--- src/rtl/instr_stim_if.sv ---
// Handshake and fetch bus between the instruction stimulus sequencer (master)
// and the execution unit / instruction memory side (slave).
interface instr_stim_if #(
    parameter int DATA_WIDTH = 12,
    parameter int ADDR_WIDTH = 12
);
    logic                  stall;
    logic [ADDR_WIDTH-1:0] PC_value;
    logic                  fetch_mode;
    logic                  ifu_rd_req;
    logic [ADDR_WIDTH-1:0] ifu_rd_addr;
    logic [DATA_WIDTH-1:0] ifu_rd_data;
    logic                  instr_valid;
    logic [DATA_WIDTH-1:0] instr_word;

    modport master (
        input  stall, PC_value, fetch_mode, ifu_rd_data,
        output ifu_rd_req, ifu_rd_addr, instr_valid, instr_word
    );

    modport slave (
        output stall, PC_value, fetch_mode, ifu_rd_data,
        input  ifu_rd_req, ifu_rd_addr, instr_valid, instr_word
    );
endinterface

--- src/rtl/instr_stim_gen.sv ---
// Instruction stimulus sequencer: preamble (CLA CLL, NOP), then NUM_INSTR words from
// an LFSR or from memory at PC, then done. Define INSTR_STIM_IOT_FILTER_EN to turn random IOTs into NOPs.
module instr_stim_gen #(
    parameter int              DATA_WIDTH = 12,
    parameter int              ADDR_WIDTH = 12,
    parameter int              NUM_INSTR  = 1000000,
    parameter logic [15:0]     LFSR_SEED  = 16'hACE1,
    parameter logic [ADDR_WIDTH-1:0] START_ADDR = ADDR_WIDTH'(12'o200)
) (
    input  logic                               clk,
    input  logic                               reset,
    instr_stim_if.master                       bus,
    output logic [ADDR_WIDTH-1:0]              base_addr,
    output logic [$clog2(NUM_INSTR+1)-1:0]     issued_count,
    output logic                               done
);
    localparam int                    CNT_W        = $clog2(NUM_INSTR + 1);
    localparam logic [CNT_W-1:0]      CNT_LAST     = CNT_W'(NUM_INSTR);
    localparam logic [DATA_WIDTH-1:0] WORD_CLA_CLL = DATA_WIDTH'(12'o7300);
    localparam logic [DATA_WIDTH-1:0] WORD_NOP     = DATA_WIDTH'(12'o7000);
    localparam logic [15:0]           LFSR_MASK    = 16'hB400;

    typedef enum logic [2:0] {
        S_WAIT_RDY,
        S_PRE0,
        S_PRE1,
        S_DISPATCH,
        S_FETCH,
        S_PRESENT,
        S_DONE
    } state_t;

    state_t                state_q, state_d;
    logic [DATA_WIDTH-1:0] instr_word_q, instr_word_d;
    logic [15:0]           lfsr_q, lfsr_d;
    logic [CNT_W-1:0]      count_q, count_d;
    logic                  rand_q, rand_d;

    logic                  instr_valid;
    logic                  rd_req;
    logic                  accept;
    logic                  last_issue;
    logic [15:0]           lfsr_step;
    logic [DATA_WIDTH-1:0] rand_word;

    assign accept     = instr_valid && !bus.stall;
    assign last_issue = (count_q + CNT_W'(1)) == CNT_LAST;
    assign lfsr_step  = {1'b0, lfsr_q[15:1]} ^ (lfsr_q[0] ? LFSR_MASK : 16'h0000);

    always_comb begin
        rand_word = DATA_WIDTH'(lfsr_q);
`ifdef INSTR_STIM_IOT_FILTER_EN
        // IOT opcodes would hit unmodelled peripherals, so they become NOPs.
        if (lfsr_q[11:9] == 3'b110) begin
            rand_word = WORD_NOP;
        end
`endif
    end

    // State register
    always_ff @(posedge clk or posedge reset) begin
        if (reset) begin
            state_q <= S_WAIT_RDY;
        end else begin
            state_q <= state_d;
        end
    end

    // Next-state logic
    always_comb begin
        state_d = state_q;
        case (state_q)
            S_WAIT_RDY: if (!bus.stall) state_d = S_PRE0;
            S_PRE0:     if (accept)     state_d = S_PRE1;
            S_PRE1:     if (accept)     state_d = S_DISPATCH;
            S_DISPATCH: state_d = bus.fetch_mode ? S_FETCH : S_PRESENT;
            S_FETCH:    state_d = S_PRESENT;
            S_PRESENT: begin
                if (accept) begin
                    state_d = last_issue ? S_DONE : S_DISPATCH;
                end
            end
            S_DONE:     state_d = S_DONE;
            default:    state_d = S_WAIT_RDY;
        endcase
    end

    // Output logic
    always_comb begin
        instr_valid = 1'b0;
        rd_req      = 1'b0;
        done        = 1'b0;
        case (state_q)
            S_PRE0, S_PRE1, S_PRESENT: instr_valid = 1'b1;
            S_DISPATCH:                rd_req      = bus.fetch_mode;
            S_DONE:                    done        = 1'b1;
            default: ;
        endcase
    end

    assign bus.instr_valid  = instr_valid;
    assign bus.instr_word   = instr_word_q;
    assign bus.ifu_rd_req   = rd_req;
    assign bus.ifu_rd_addr  = rd_req ? bus.PC_value : '0;
    assign base_addr        = START_ADDR;
    assign issued_count     = count_q;

    // Datapath next values; the word only changes while instr_valid is low.
    always_comb begin
        instr_word_d = instr_word_q;
        lfsr_d       = lfsr_q;
        count_d      = count_q;
        rand_d       = rand_q;
        case (state_q)
            S_WAIT_RDY: begin
                if (!bus.stall) instr_word_d = WORD_CLA_CLL;
            end
            S_PRE0: begin
                if (accept) instr_word_d = WORD_NOP;
            end
            S_DISPATCH: begin
                rand_d = !bus.fetch_mode;
                if (!bus.fetch_mode) instr_word_d = rand_word;
            end
            S_FETCH: begin
                instr_word_d = bus.ifu_rd_data;
            end
            S_PRESENT: begin
                if (accept) begin
                    if (count_q != CNT_LAST) count_d = count_q + CNT_W'(1);
                    if (rand_q)              lfsr_d  = lfsr_step;
                end
            end
            default: ;
        endcase
    end

    always_ff @(posedge clk or posedge reset) begin
        if (reset) begin
            instr_word_q <= '0;
            lfsr_q       <= LFSR_SEED;
            count_q      <= '0;
            rand_q       <= 1'b0;
        end else begin
            instr_word_q <= instr_word_d;
            lfsr_q       <= lfsr_d;
            count_q      <= count_d;
            rand_q       <= rand_d;
        end
    end
endmodule

--- src/flat_wrapper.sv ---
// flat-port wrapper written by rule: the top's interface ports become plain ports
module instr_stim_gen_flat 
#(
    parameter int              DATA_WIDTH = 12,
    parameter int              ADDR_WIDTH = 12,
    parameter int              NUM_INSTR  = 1000000,
    parameter logic [15:0]     LFSR_SEED  = 16'hACE1,
    parameter logic [ADDR_WIDTH-1:0] START_ADDR = ADDR_WIDTH'(12'o200)
)
  (clk, reset, base_addr, issued_count, done, bus_stall, bus_PC_value, bus_fetch_mode, bus_ifu_rd_data, bus_ifu_rd_req, bus_ifu_rd_addr, bus_instr_valid, bus_instr_word);
  instr_stim_if #(.DATA_WIDTH(DATA_WIDTH), .ADDR_WIDTH(ADDR_WIDTH)) bus_i ();
  input  logic clk;
  input  logic reset;
  output logic [ADDR_WIDTH-1:0] base_addr;
  output logic [$clog2(NUM_INSTR+1)-1:0] issued_count;
  output logic done;
  input wire logic [$bits(bus_i.stall)-1:0] bus_stall;
  input wire logic [$bits(bus_i.PC_value)-1:0] bus_PC_value;
  input wire logic [$bits(bus_i.fetch_mode)-1:0] bus_fetch_mode;
  input wire logic [$bits(bus_i.ifu_rd_data)-1:0] bus_ifu_rd_data;
  output wire logic [$bits(bus_i.ifu_rd_req)-1:0] bus_ifu_rd_req;
  output wire logic [$bits(bus_i.ifu_rd_addr)-1:0] bus_ifu_rd_addr;
  output wire logic [$bits(bus_i.instr_valid)-1:0] bus_instr_valid;
  output wire logic [$bits(bus_i.instr_word)-1:0] bus_instr_word;
  assign bus_i.stall = bus_stall;
  assign bus_i.PC_value = bus_PC_value;
  assign bus_i.fetch_mode = bus_fetch_mode;
  assign bus_i.ifu_rd_data = bus_ifu_rd_data;
  assign bus_ifu_rd_req = bus_i.ifu_rd_req;
  assign bus_ifu_rd_addr = bus_i.ifu_rd_addr;
  assign bus_instr_valid = bus_i.instr_valid;
  assign bus_instr_word = bus_i.instr_word;
  instr_stim_gen #(.DATA_WIDTH(DATA_WIDTH), .ADDR_WIDTH(ADDR_WIDTH), .NUM_INSTR(NUM_INSTR), .LFSR_SEED(LFSR_SEED), .START_ADDR(START_ADDR)) u_core (.clk(clk), .reset(reset), .bus(bus_i), .base_addr(base_addr), .issued_count(issued_count), .done(done));
endmodule
--- config.mk ---
export PLATFORM = sky130hd
export DESIGN_NAME = instr_stim_gen_flat
export DESIGN_NICKNAME = d
export VERILOG_FILES = /design/src/rtl/instr_stim_if.sv /design/src/rtl/instr_stim_gen.sv /design/src/flat_wrapper.sv
export SDC_FILE = /design/constraint.sdc
export NUM_CORES = 1
export LEC_CHECK = 0
export ABC_AREA = 1
export CORE_UTILIZATION = 44
export CTS_CLUSTER_SIZE = 12
export DETAILED_ROUTE_END_ITERATION = 10
export GPL_TIMING_DRIVEN = 1
export PLACE_DENSITY = 0.77
export SYNTH_ARGS = -nofsm -noshare
export SYNTH_HDL_FRONTEND = slang
export SYNTH_SLANG_ARGS = --single-unit
--- constraint.sdc ---
create_clock -name clk -period 2.05 [get_ports clk]
set_clock_uncertainty 0.2 [all_clocks]
set_input_delay 0.41 -clock clk [delete_from_list [all_inputs] [get_ports clk]]
set_output_delay 0.41 -clock clk [all_outputs]
set_load 0.01 [all_outputs]
==> out/qor.txt <==
synthesis-to-finish area growth -> 43.7%
Initial DRC Count -> 246
r2r startpoint -> u_core.state_q[0]
critical path peak fanout -> 5
Pwr per Cell Area -> 1100 mW/mm²
violated checks -> setup timing
Clk Latency, worst-skew pair -> 0.31 ns
Num CTS Buffers -> 5
Cell Int Power -> 2.97 mW
RR Endpoint -> u_core.bus.instr_word[9]
Post-synth EDFFs -> 0
DRC viols -> 0
Via density -> 4.98
max-slew violations -> 0
status -> finished, violations left
clock power share -> 0.121
Initial Util -> 0.456
internal reg-to-reg setup slack -> 0 ns
switching power -> 1.98 mW
prevailing post-synth register cell -> dfrtp_1
root buf cell -> clkbuf_8
GP Congestion -> 0.898
Leakage -> 2.01 nW
hold crit path type -> in -> async
1st-pass router iterations -> 6
global route total overflow -> 0
DRT antenna net count -> 0
Final TNS setup -> -0.391 ns
PortBufs -> 74
CTS max path bufs -> 2
Syn Std Cell Area -> 0.00312 mm²
Seq cells post-synth -> 52
Comb pwr share -> 0.565
Total Power -> 4.95 mW
sequential share of power -> 0.314
num ports -> 87
die height -> 86.2 µm
Final Hold Violating Endpoints -> 0
first-pass GRT wire length -> 13.2 mm
die area -> 0.00743 mm²
crit end category -> primary output
Final HPWL DP -> 5.90 mm
pre-CTS worst setup slack -> -0.297 ns
FP Rows -> 30
Routed WL -> 8.52 mm
Net count, final -> 583
ys async rst share -> 1.00
VDD IR max -> 0.000521 V
vias in the first global route -> 2998
largest net degree at the start of global routing -> 53
R2R depth -> 10
vias after detailed routing -> 3214
crit share post-route -> 1.03
n_diodes -> 0
Synth Instances -> 439
Setup WS post-layout -> -0.0612 ns
Max Cap Viol -> 0
Total GRT Usage -> 0.223
Finished Core Util -> 0.656
part of the Yosys area used for sequential elements -> 0.421
Synth warnings -> 0
CP required -> 1.44 ns
share of post-route cells with drive strength above 1 -> 0.218
area of placed instances -> 0.00409 mm²
Finished Cell Area -> 0.00448 mm²
RSZ-0062 raised after global routing -> yes
final setup vio count -> 9
htree depth -> 2
clock sinks -> 52
post-synthesis cell type count -> 31
antenna violations before repair -> 0
WP data arrival -> 1.50 ns
clock slew at reported path FFs -> 0.10 ns
Wirelength per Cell -> 13.2 µm
f_max -> 474 MHz
CTS tree -> built
fill cell count -> 588
syn_area_per_cell -> 7.10 µm²
Crit Path Class -> reg -> out
min Tclk post-route -> 2.11 ns
core area -> 0.00683 mm²
Switching Share -> 0.400
Die X -> 86.2 µm
Setup crit start kind -> flop
how the worst max path moves through the flow:
stage                           start                   endpoint  slack (ns)  cells after the start
finish              u_core.state_q[0]         bus_ifu_rd_addr[8]       -0.06                      8
global route        u_core.state_q[0]         bus_ifu_rd_addr[7]       -0.14                      8
CTS                 u_core.state_q[0]   u_core.bus.instr_word[3]       -0.09                     11
detailed placement     bus_fetch_mode        bus_ifu_rd_addr[11]       -0.30                      4
global placement       bus_fetch_mode        bus_ifu_rd_addr[10]       -0.24                      4
floorplan           u_core.state_q[0]  u_core.bus.instr_word[11]        0.11                      8
cell families after synthesis:
kind of cell               synth area share
adders and majority gates            0.0241
other                               0.00241
xor gates and xnor gates             0.0225
buffers and inverters                 0.129
DFF                                   0.421
AOI/OAI and AO/OA                     0.122
and+or+nand+nor                       0.280
cells in the mapped netlist (all sizes together), types with 2 or more instances:
| cell type | instances | area share |
|---|---|---|
| nand2 | 124 | 0.15 |
| clkbuf | 7 | 0.0084 |
| nand4 | 4 | 0.0080 |
| a2111oi | 2 | 0.012 |
| nand3 | 15 | 0.024 |
| xnor2 | 4 | 0.011 |
| dfrtp | 44 | 0.35 |
| a21oi | 8 | 0.014 |
| dfstp | 8 | 0.067 |
| inv | 70 | 0.084 |
| nor2 | 61 | 0.079 |
| buf | 15 | 0.036 |
| nor4 | 2 | 0.0040 |
| xor2 | 4 | 0.011 |
| a221oi | 2 | 0.0056 |
| ha | 6 | 0.024 |
| o21ai | 54 | 0.087 |
| conb | 2 | 0.0024 |
| a31oi | 2 | 0.0040 |
| nand3b | 4 | 0.0096 |
repair_timing:
action / 4_1_cts / 5_1_grt
pin swaps: 3 / 6
setup buffers: 6 / 7
hold buffers: 0 / 0
gates cloned: 2 / 2
setup endpoints to repair: 33 / 42
resized for setup: 69 / 54
per-layer routing:
metal	track usage	wire length, µm	vias to the layer above
met1	0.272	3560	1487
met4	0.0848	215	0
met5	0	0	-
met2	0.391	4310	146
met3	0.0448	442	23
li1	-	-	1558
final cells by class:
cell class / instances / area, µm² / area share
clock buffers: 6 / 72.6 / 0.0162
clock inverters: 2 / 16.3 / 0.00363
inverters: 70 / 273 / 0.0609
multi-input cells: 306 / 1590 / 0.354
flip-flops and latches: 52 / 1320 / 0.295
well taps: 96 / 120 / 0.0268
repair buffers: 114 / 1090 / 0.244
flip-flops by register name, summed over array words and instances (netlist names):
signal                 count
u_core.bus.instr_word     12
u_core.state_q             3
u_core.issued_count       20
u_core.lfsr_q             16
u_core.rand_q              1
worst max-delay path: stages (launching register included):
cell and delay, ns:
dfrtp_1 0.40, buf_6 0.12, ha_4 0.13, nand2_4 0.05, inv_4 0.08, nand2_4 0.06, buf_8 0.14, nor2_2 0.08
buf_2 0.13
cell usage in the layout, fill, tap and decap left out, types with 10 or more instances in the layout:
cell type / instances
nor2_1: 44
buf_4: 28
nand2_1: 119
conb_1: 12
buf_2: 10
inv_1: 60
nand3_1: 14
clkdlybuf4s50_1: 59
o21ai_0: 45
dfrtp_1: 37
nor2_2: 10
power groups by stage:
stage	registers, mW	logic (mW)	clock network (mW)
3_3_place_gp	1.53	2.11	0
4_1_cts	1.53	2.43	0.614
6_report	1.56	2.80	0.598
5_1_grt	1.58	3.03	0.659
3_5_place_dp	1.54	2.17	0
2_1_floorplan	1.61	1.10	0
metrics by stage:
stage          std cells  hold slack (ns)
3_3_place_gp         622            0.265
5_1_grt              646            0.270
3_5_place_dp         622            0.282
2_1_floorplan        449            0.253
4_1_cts              638            0.260
6_report             646            0.248
Note: power is estimated with default switching activity, not from simulation.
